===== config.mk =====
export PLATFORM = sky130hd
export DESIGN_NAME = phase_clockgen
export DESIGN_NICKNAME = d
export VERILOG_FILES = /design/src/rtl/phase_clockgen.sv
export SDC_FILE = /design/constraint.sdc
export NUM_CORES = 1
export LEC_CHECK = 0
export CELL_PAD_IN_SITES_DETAIL_PLACEMENT = 0
export CELL_PAD_IN_SITES_GLOBAL_PLACEMENT = 1
export CORE_AREA = 3 3 84 70
export CTS_CLUSTER_SIZE = 30
export DETAILED_ROUTE_END_ITERATION = 7
export DIE_AREA = 0 0 87 73
export HOLD_SLACK_MARGIN = 0.05
export MAX_ROUTING_LAYER = met4
export PLACE_DENSITY = 0.55
export SYNTH_ARGS = -nofsm -noshare
export SYNTH_HDL_FRONTEND = slang
export SYNTH_SLANG_ARGS = --single-unit

===== constraint.sdc =====
create_clock -name sysclk -period 7.7 [get_ports sysclk]
set_input_delay 0.77 -clock sysclk [delete_from_list [all_inputs] [get_ports sysclk]]
set_output_delay 0.77 -clock sysclk [all_outputs]
set_load 0.05 [all_outputs]

===== src/rtl/phase_clockgen.sv =====
// Two-phase non-overlapping clock generator for MCS-4 systems: derives clk1/clk2 and
// lead-compensated clk1_ext/clk2_ext from sysclk, runs the A1..X3 subcycle counter and SYNC.
module phase_clockgen #(
   parameter int SYSCLK_TCY   = 20,
   parameter int CLK_TCY      = 1350,
   parameter int PHI1_TPW     = 380,
   parameter int PHI_D1       = 400,
   parameter int PHI2_TPW     = 380,
   parameter int EXT_CLK_PROP = 4
) (
   input  logic       sysclk,
   input  logic       sysrst_n,
   input  logic       run,
   output logic       clk1,
   output logic       clk2,
   output logic       clk1_ext,
   output logic       clk2_ext,
   output logic [2:0] subcycle,
   output logic       sync,
   output logic       running
);

   localparam int N   = (CLK_TCY  + SYSCLK_TCY - 1) / SYSCLK_TCY;
   localparam int P1  = (PHI1_TPW + SYSCLK_TCY - 1) / SYSCLK_TCY;
   localparam int G1  = (PHI_D1   + SYSCLK_TCY - 1) / SYSCLK_TCY;
   localparam int P2  = (PHI2_TPW + SYSCLK_TCY - 1) / SYSCLK_TCY;
   localparam int E   = EXT_CLK_PROP;
   localparam int G2  = N - P1 - G1 - P2;
   localparam int C2R = P1 + G1;
   localparam int C2F = P1 + G1 + P2;
   localparam int W   = $clog2(N);

   localparam logic [W-1:0] C_LAST   = W'(N - 1);
   localparam logic [W-1:0] C_SAMPLE = W'(C2F - 1);
   localparam logic [W-1:0] P1_C     = W'(P1);
   localparam logic [W-1:0] C2R_C    = W'(C2R);
   localparam logic [W-1:0] C2F_C    = W'(C2F);
   localparam logic [W-1:0] RESUME_C = (E == 0) ? '0 : W'(N - E);

   if (P1 < 1 || P2 < 1 || G1 < 1 || G2 < 1 || E < 0 || E > G2) begin : g_bad_params
      $error("phase_clockgen: inconsistent phase widths, gaps or ext lead");
   end

   typedef enum logic {ST_PARKED = 1'b0, ST_RUN = 1'b1} state_t;

   state_t         state_q, state_d;
   logic [W-1:0]   c_q, c_d;
   logic           stop_q, stop_d;
   logic [2:0]     sub_q, sub_d;
   logic           sync_q, sync_d;
   logic           clk1_q, clk1_d, clk2_q, clk2_d;
   logic           clk1_ext_q, clk1_ext_d, clk2_ext_q, clk2_ext_d;
   logic           wrap;
   logic [W-1:0]   ext_c;

   // Position of the ext clocks: the counter seen E cycles into the future, modulo N.
   function automatic logic [W-1:0] lead_pos(input logic [W-1:0] c);
      logic [W:0] s;
      s = {1'b0, c} + (W+1)'(E);
      if (s >= (W+1)'(N)) s = s - (W+1)'(N);
      return s[W-1:0];
   endfunction

   always_ff @(posedge sysclk or negedge sysrst_n) begin
      if (!sysrst_n) begin
         state_q    <= ST_PARKED;
         c_q        <= C_LAST;
         stop_q     <= 1'b1;
         sub_q      <= 3'd7;
         sync_q     <= 1'b0;
         clk1_q     <= 1'b0;
         clk2_q     <= 1'b0;
         clk1_ext_q <= 1'b0;
         clk2_ext_q <= 1'b0;
      end else begin
         state_q    <= state_d;
         c_q        <= c_d;
         stop_q     <= stop_d;
         sub_q      <= sub_d;
         sync_q     <= sync_d;
         clk1_q     <= clk1_d;
         clk2_q     <= clk2_d;
         clk1_ext_q <= clk1_ext_d;
         clk2_ext_q <= clk2_ext_d;
      end
   end

   // run is only looked at on the edge entering the clk2-fall slot, so a stop decided there
   // can already mask a clk1_ext pulse that would start in that same slot (E = G2).
   always_comb begin
      state_d = state_q;
      c_d     = c_q;
      stop_d  = stop_q;
      wrap    = 1'b0;
      unique case (state_q)
         ST_RUN: begin
            if (c_q == C_LAST) begin
               if (stop_q) begin
                  state_d = ST_PARKED;
               end else begin
                  c_d  = '0;
                  wrap = 1'b1;
               end
            end else begin
               c_d = c_q + W'(1);
               if (c_q == C_SAMPLE && !run) stop_d = 1'b1;
            end
         end
         ST_PARKED: begin
            if (run) begin
               state_d = ST_RUN;
               stop_d  = 1'b0;
               c_d     = RESUME_C;
               wrap    = (E == 0);
            end
         end
         default: state_d = ST_PARKED;
      endcase
      sub_d  = wrap ? sub_q + 3'd1 : sub_q;
      sync_d = wrap ? (sub_d == 3'd7) : sync_q;
   end

   // Clocks are decoded from the next state and registered, so each describes its own cycle.
   always_comb begin
      ext_c      = lead_pos(c_d);
      clk1_d     = (state_d == ST_RUN) && (c_d < P1_C);
      clk2_d     = (state_d == ST_RUN) && (c_d >= C2R_C) && (c_d < C2F_C);
      clk1_ext_d = (state_d == ST_RUN) && !stop_d && (ext_c < P1_C);
      clk2_ext_d = (state_d == ST_RUN) && (ext_c >= C2R_C) && (ext_c < C2F_C);
   end

   assign clk1     = clk1_q;
   assign clk2     = clk2_q;
   assign clk1_ext = clk1_ext_q;
   assign clk2_ext = clk2_ext_q;
   assign subcycle = sub_q;
   assign sync     = sync_q;
   assign running  = (state_q == ST_RUN);

endmodule


# Word-level counts from Yosys, hierarchy flattened
# Cells that the tools add are included.
# op_classes
add_sub_neg	4
n_lt_le_gt_ge	7
bitwise	1
n_eq_ne	3
reduce_logical	10
mux	16
# ops
operator	n
two-way mux 7 bit	4
>= comparator 7 x 6 -> 1 bit, second input constant	2
less-than comparator 7 x 5 -> 1 bit, second input constant	2
less-than comparator 7 x 6 -> 1 bit, second input constant	2
one-hot mux 7 bit (2 select lines)	1
adder 7 x 3 -> 8 bit, second input constant	1
>= comparator 8 x 7 -> 1 bit, second input constant	1
logical AND 1 bit	8
adder 7 x 1 -> 7 bit, second input constant	1
== test 7 x 6 -> 1 bit, second input constant	1
== test 7 bit, second input constant	1
two-way mux 1 bit	7
subtractor 7 bit, second input constant	1
one-hot mux 1 bit (2 select lines)	3
adder 3 x 1 -> 3 bit, second input constant	1
== test 3 bit, second input constant	1
two-way mux 3 bit	1
logical NOT 1 bit	2
NOT 1 bit	1
# totals
wordCells	50
out_inout_bits	9
register_bits	17
in_bits	3

# Logic depth before layout (Yosys ltp)
# Gate-level depths: netlist of the first run.
# logic_depth
word_depth	9
ltp_mapped	12
depth_no_buf	11

# Least setup slack after synthesis of the first run
# OpenSTA, ideal clock, no wires.
# synth_timing
path_type	register to register
from	reg state_q (netlist: running)
to	reg clk2_ext_q (netlist: clk2_ext)
path_slack_ps	4721
arrival_time_ps	2841
stages_incl_launch_ff	13
synth_period_minus_slack_ps	2979
setup_ps	138
path_cell_list	dfrtp_1 > buf_6 > nand2_1 > mux2i_1 > nor2_1 > inv_1 > ha_1 > o21ai_1 > a311o_1 > o211a_1 > a21o_1 > a211oi_1 > a211oi_2
# synth_between
elab_chain_len	8
# synth_rtl
element	line_no	text
start: declaration	46	state_t state_q, state_d;
start signal: assignment	76	state_q <= state_d;
NOT 1 bit	95	unique case (state_q)
one-hot mux 7 bit (2 select lines) (*)	95	
net c_d[3]	47	logic [W-1:0] c_q, c_d;
adder 7 x 3 -> 8 bit (*)	59	s = {1'b0, c} + (W+1)'(E);
subtractor 7 bit or >= comparator 8 x 7 -> 1 bit (tied branches)	60	if (s >= (W+1)'(N)) s = s - (W+1)'(N);
two-way mux 7 bit (*)	60	
>= comparator 7 x 6 -> 1 bit	129	clk2_ext_d = (state_d == ST_RUN) && (ext_c >= C2R_C) && (ext_c < C2F_C);
logical AND 1 bit	129	
logical AND 1 bit (*)	129	
net clk2_ext_d	52	logic clk1_ext_q, clk1_ext_d, clk2_ext_q, clk2_ext_d;
end signal: assignment	84	clk2_ext_q <= clk2_ext_d;
end: declaration	52	
# Mark *: on every way through the listed nets, which the timed path passes. The rest lies on a longest branch.
# A chain may end at the register's enable or synchronous reset.

# Worst setup path after layout of the first run
# layout_timing
from	in run
to	reg clk2_ext_q (netlist: clk2_ext)
# layout_between
elab_chain_len	8
# layout_rtl
element	line_no	text
start: declaration	13	input logic run,
two-way mux 7 bit (*)	110	if (run) begin
one-hot mux 7 bit (2 select lines) (*)	95	
net c_d[3]	47	
adder 7 x 3 -> 8 bit (*)	59	
subtractor 7 bit or >= comparator 8 x 7 -> 1 bit (tied branches)	60	
two-way mux 7 bit (*)	60	
>= comparator 7 x 6 -> 1 bit	129	
logical AND 1 bit	129	
logical AND 1 bit (*)	129	
net clk2_ext_d	52	
# Marks and branches as above.

==> run_results.csv, run 1 <==
group,metric,value,unit
critical_path,criticalPathCategory,"primary input to register",
global_routing,grt_max_degree,19,
final_layout,mostFrequentLayoutCells,"clkdlybuf4s50_1 (11), dfrtp_1 (10), inv_1 (8), o21ai_0 (8)",
placed_design,portBuffers,11,
critical_path,cp_slowest_stage_delay,0.52,ns
sta,fmaxAchievable,280.3,MHz
final_layout,final_util,0.3036,
critical_path,path_cells,"clkdlybuf4s50_1 -> nor2_1 -> and2_1 -> nor2_1 -> inv_1 -> ha_1 -> o21ai_1 -> a311o_1 -> a2bb2oi_2 -> a22o_1 -> a211oi_1 -> a211oi_2",
critical_path,critical_path.top_delay_family,"compound AO/OA/AOI/OAI gates",
critical_path,cp_common_cell,"nor2_1",
placed_design,hpwl,2.389,mm
routing,ant_nets,0,
power_and_ir_drop,peakVddDrop,0.0001884,V
critical_path,crit_path_end_kind,"register",
sta,worst_pin_slew,0.7764,ns
clocking,holdBufCountCts,0,
critical_path,rrSetupSlack,4.22,ns
final_layout,final_common_cell,"clkdlybuf4s50_1",
clocking,cts.clk_slew.worst_paths,0.08,ns
clocking,cts_setup_buffers,0,
synth,synth_mux_area_frac,0.03050,
synth,synth_flop_cell,"dfrtp_1",
final_layout,antennaDiodeCount,0,
synth,synth-seq-cells,17,
sta,fin_crit_sh,0.4633,
critical_path,crit_fanout,8,
clocking,cts.path.max_buffers,2,
critical_path,critPathCapture,"clk2_ext",
routing,wl,3.140,mm
clocking,clk_latency,0.25,ns
placed_design,placedInstanceArea,1480,µm²
sta,fin_skew,0.005089,ns
synth,synth_top_family_by_area,"simple AND/OR/NAND/NOR gates",
clocking,clkSinkCount,17,
floorplan,fp.dieW,87,µm
clocking,cts-htree-levels,1,
critical_path,r2r_start,"c_q[0]",
synth,synth-compound-area-share,0.2477,
critical_path,worst-path-stages,12,
power_and_ir_drop,power_density,473.5,nW/µm²
critical_path,cp.arrival,3.69,ns
clocking,root_buffer,"clkbuf_8",
critical_path,crit_buf_inv,2,
critical_path,cp_slowest_cell,"clkdlybuf4s50_1",
power_and_ir_drop,power,724.0,µW
critical_path,startpoint,"run",
final_layout,drive_above_1_share,0.1788,
sta,setup_viol,0,
final_layout,syn_to_final_growth,12.94,%
synth,syn_avg_cell_area,9.467,µm²
clocking,cts_resized,0,
status,status,"finished clean",
routing,drtIter0Drc,56,
synth,synth_area,1354,µm²
routing,wire_per_inst,14.74,µm
final_layout,nets,161,
routing,routed-via-count,1142,
floorplan,initial_utilization,0.2688,
global_routing,grt_usage,0.1083,
synth,synth_nets,152,
synth,synth-edff-count,0,
synth,synth-xor-area-share,0.01941,
synth,yosysSeqAreaShare,0.3207,
clocking,cts_made_buffers,3,
sta,grt_setup_unrepaired,"false",
synth,synth_simple_gate_area_frac,0.2560,
global_routing,antenna_found_initial,0,
sta,fin_tns_setup,0,ns
global_routing,grt_pass1_vias,1044,
synth,netlist_instances,143,
hold_path,hold_class,"register to register",
critical_path,start_kind,"primary input",
routing,vias_per_cell,5.362,
floorplan,ioPinCount,12,
final_layout,postLayoutCellArea,1529,µm²
synth,async_flop_share,1.000,
placed_design,gp_congestion,0.8346,
global_routing,grt_pass1_wl,5.423,mm
sta,hold_viol,0,
sta,relSlewSlack,0.4808,
synth,yosysWarnings,0,
synth,synth.distinct_cells,60,
job,drv_cap,0,
floorplan,core_area,5036,µm²
floorplan,die_y,73,µm
power_and_ir_drop,leakagePower,0.0006270,µW
floorplan,row_count,23,
critical_path,reg2regPathDepth,10,
clocking,cts_tree,"built",
routing,drc,0,
global_routing,grt_overflow_total,0,
critical_path,critPathRequiredTime,7.82,ns
floorplan,die_area,6351,µm²
routing,first_pass_iters,4,
sta,drv_slew,0,
critical_path,worst_r2r_endpoint,"clk1_ext",
synth,synth-adder-area-share,0.05545,
sta,holdWs,0.5093,ns
sta,layout_min_cycle_time,3.567,ns
==> layer usage <==
| layer | track usage | vias up | share of wire |
|---|---|---|---|
| met1 | 0.1682 | 548 | 0.55 |
| met4 | 0.01038 | 0 | 0.0022 |
| li1 | - | 566 | - |
| met5 | - | - | 0 |
| met2 | 0.1500 | 26 | 0.42 |
| met3 | 0.01806 | 2 | 0.029 |
==> power by group <==
part           switching (µW)  internal (µW)  total (µW)
clock                    33.8           36.4        70.2
combinational             298            181         479
sequential               45.7            129         175
==> cells in the mapped netlist, types with 2 or more instances <==
cell type / instances / share of area
dfrtp_1: 10 / 0.18
inv_1: 8 / 0.022
o21ai_0: 8 / 0.030
dfstp_2: 7 / 0.14
nand2_1: 7 / 0.019
nor2_1: 7 / 0.019
ha_1: 6 / 0.055
nand3_1: 6 / 0.022
buf_6: 4 / 0.033
nand4_1: 4 / 0.018
o211ai_1: 4 / 0.022
a21oi_1: 3 / 0.011
a31oi_1: 3 / 0.014
and3_1: 3 / 0.014
mux2i_1: 3 / 0.022
nor3_1: 3 / 0.011
o22ai_1: 3 / 0.014
xnor2_1: 3 / 0.019
a211oi_1: 2 / 0.011
a211oi_2: 2 / 0.018
a32oi_1: 2 / 0.013
and4b_1: 2 / 0.015
nand2b_1: 2 / 0.0092
o21a_1: 2 / 0.011
o21ai_1: 2 / 0.0074
or4_1: 2 / 0.011
or4b_4: 2 / 0.020
==> logic make-up after synthesis <==
group / Yosys count
DFF: 17
AOI/OAI and AO/OA: 45
buffers and inverters: 16
and+or+nand+nor: 52
xor gates and xnor gates: 3
adders and majority gates: 6
muxes: 4
==> how the worst min path moves through the flow <==
| stage | endpoint | depth (start not counted) | from |
|---|---|---|---|
| 6_report | subcycle[0] | 1 | subcycle[0] |
| 5_1_grt | subcycle[0] | 1 | subcycle[0] |
| 3_5_place_dp | subcycle[0] | 1 | subcycle[0] |
| 2_1_floorplan | c_q[2] | 0 | sysrst_n |
| 4_1_cts | subcycle[0] | 1 | subcycle[0] |
| 3_3_place_gp | sync | 1 | sync |
==> sequential cells by signal, indices dropped and copies added, names as in the netlist <==
signal    count
c_q           7
clk1          1
clk1_ext      1
clk2          1
clk2_ext      1
running       1
stop_q        1
subcycle      3
sync          1
==> final cells by class <==
class	instances	area [µm²]
Inverter	9	33.78
Multi-Input combinational cell	110	824.5
Fill cell	502	3507
Tap cell	62	77.57
Timing Repair Buffer	11	110.1
Clock buffer	3	41.29
Clock inverter	1	7.507
Sequential cell	17	434.2
==> per-stage QoR <==
stage,setup slack (ns),cells
after floorplan,4.722,143
after global placement,3.926,209
after detailed placement,3.917,209
after CTS,4.154,213
after global routing,3.884,213
final,4.133,213
Note: power is estimated with default switching activity, not from simulation.
==> run 2: changes to the inputs <==
--- a/config.mk
+++ b/config.mk
@@ -13,7 +13,7 @@
 export DIE_AREA = 0 0 87 73
 export HOLD_SLACK_MARGIN = 0.05
 export MAX_ROUTING_LAYER = met4
-export PLACE_DENSITY = 0.55
+export PLACE_DENSITY = 0.57
 export SYNTH_ARGS = -nofsm -noshare
 export SYNTH_HDL_FRONTEND = slang
 export SYNTH_SLANG_ARGS = --single-unit
==> constraint.sdc (replaced) <==
create_clock -name sysclk -period 2.9 [get_ports sysclk]
set_input_delay 0.29 -clock sysclk [delete_from_list [all_inputs] [get_ports sysclk]]
set_output_delay 0.29 -clock sysclk [all_outputs]
set_load 0.05 [all_outputs]
==> run_results.csv, run 2 (synthesis gave the netlist of run 1 again) <==
group,metric,value,unit
placed_design,dp_cells,239,
final_layout,syn_to_final_growth,31.61,%
routing,first_pass_iters,4,
placed_design,portBuffers,11,
final_layout,antennaDiodeCount,0,
critical_path,crit_path_end_kind,"register",
final_layout,drive_above_1_share,0.3591,
final_layout,final_common_cell,"buf_4",
critical_path,critPathCapture,"clk1_ext",
sta,layout_min_cycle_time,2.778,ns
clocking,clkSinkCount,17,
floorplan,die_area,6351,µm²
sta,drv_slew,0,
critical_path,r2r_start,"c_q[6]",
sta,fin_crit_sh,0.9580,
final_layout,final_util,0.3538,
sta,hold_viol,0,
placed_design,placedInstanceArea,1707,µm²
power_and_ir_drop,power_density,1291,nW/µm²
final_layout,final_cells,243,
critical_path,cp_common_cell,"or4b_4",
global_routing,grt_pass1_vias,1216,
critical_path,rrSetupSlack,0.12,ns
critical_path,start_kind,"register",
sta,fin_tns_setup,0,ns
floorplan,die_y,73,µm
placed_design,hpwl,2.783,mm
sta,holdWs,0.4971,ns
clocking,cts-htree-levels,1,
clocking,cts_made_buffers,3,
floorplan,ioPinCount,12,
critical_path,crit_fanout,8,
routing,wl,3.561,mm
floorplan,initial_utilization,0.2688,
routing,routed-via-count,1245,
global_routing,grt_usage,0.1214,
final_layout,postLayoutCellArea,1782,µm²
floorplan,row_count,23,
floorplan,core_area,5036,µm²
clocking,cts_tree,"built",
routing,ant_nets,0,
routing,drc,0,
clocking,holdBufCountCts,0,
clocking,cts.path.max_buffers,2,
critical_path,cp.arrival,2.93,ns
hold_path,hold_class,"primary input to async pin",
critical_path,cp_slowest_stage_delay,0.58,ns
critical_path,worst_r2r_endpoint,"clk1_ext",
placed_design,gp_congestion,0.9127,
status,status,"finished clean",
final_layout,mostFrequentLayoutCells,"buf_4 (30), clkdlybuf4s50_1 (11), dfrtp_1 (9)",
sta,relSlewSlack,0.4730,
power_and_ir_drop,leakagePower,0.0007756,µW
clocking,clk_latency,0.25,ns
critical_path,reg2regPathDepth,8,
routing,wire_per_inst,14.65,µm
routing,vias_per_cell,5.123,
critical_path,critPathRequiredTime,3.05,ns
final_layout,nFillCells,502,
global_routing,grt_pass1_wl,6.009,mm
global_routing,grt_max_degree,19,
global_routing,grt_overflow_total,0,
job,drv_cap,0,
clocking,root_buffer,"clkbuf_8",
sta,fmaxAchievable,359.9,MHz
global_routing,antenna_found_initial,0,
floorplan,fp.dieW,87,µm
sta,setup_viol,0,
sta,fin_skew,0.001286,ns
final_layout,nets,191,
power_and_ir_drop,peakVddDrop,0.0004960,V
critical_path,path_cells,"or4b_4 -> or4b_4 -> nand3_4 -> buf_4 -> nor2_1 -> a21boi_0 -> o21ai_0 -> nor4_2",
routing,drtIter0Drc,62,
final_layout,regMostFlops,"c_q",
critical_path,startpoint,"c_q[6]",
final_layout,multi_input_area,850.8,µm²
sta,worst_pin_slew,0.7880,ns
final_layout,largest_reg_flops,7,
critical_path,cp_slowest_cell,"or4b_4",
final_layout,register_area,435.4,µm²
critical_path,criticalPathCategory,"register to register",
clocking,cts.clk_slew.worst_paths,0.07,ns
[run 2: cell type report]
cell class | instances | share of cell area
inverter | 9 | 0.02107
sequential | 17 | 0.2444
timing repair buffer | 41 | 0.1882
multi-input combinational | 110 | 0.4775
clock buffer | 4 | 0.02528
tap | 62 | 0.04354
[run 2: report_power, final]
part / internal, µW / total, µW / switching (µW)
registers: 344 / 418 / 74.4
clock network: 97.5 / 181 / 83.5
logic: 758 / 1700 / 943
[run 2: worst min-delay path by stage]
stage                   to        start  cells past startpoint
2_1_floorplan       c_q[2]     sysrst_n                      0
3_3_place_gp          sync         sync                      1
3_5_place_dp   subcycle[0]  subcycle[0]                      1
4_1_cts               sync     sysrst_n                      1
5_1_grt        subcycle[2]  subcycle[2]                      1
6_report              sync     sysrst_n                      1
[run 2: critical path, delay by kind of cell (launching register included)]
family                 cells  cell delay (ns)
AND/OR/NAND/NOR            5             1.58
AO/OA/AOI/OAI              2             0.39
flip-flops                 1             0.53
buffers and inverters      1             0.17
[run 2: what timing repair did]
action	CTS	global route
buffers inserted	0	0
resized for setup	0	9
endpoints found under the setup margin	0	2
[run 2: layer usage]
layer / GRT usage / wire [µm] / up-vias
met1: 0.1782 / 1889 / 588
met2: 0.1710 / 1515 / 28
met3: 0.02032 / 116 / 4
li1: - / - / 625
met5: - / 0 / -
met4: 0.03114 / 40 / 0
[run 2: through the flow]
stage          total power, µW  setup slack [ns]
5_1_grt                   2495         -0.004297
2_1_floorplan             1495           0.03513
3_3_place_gp              2047          -0.01550
4_1_cts                   2243           0.01490
6_report                  2300            0.1218
3_5_place_dp              2049          -0.02334
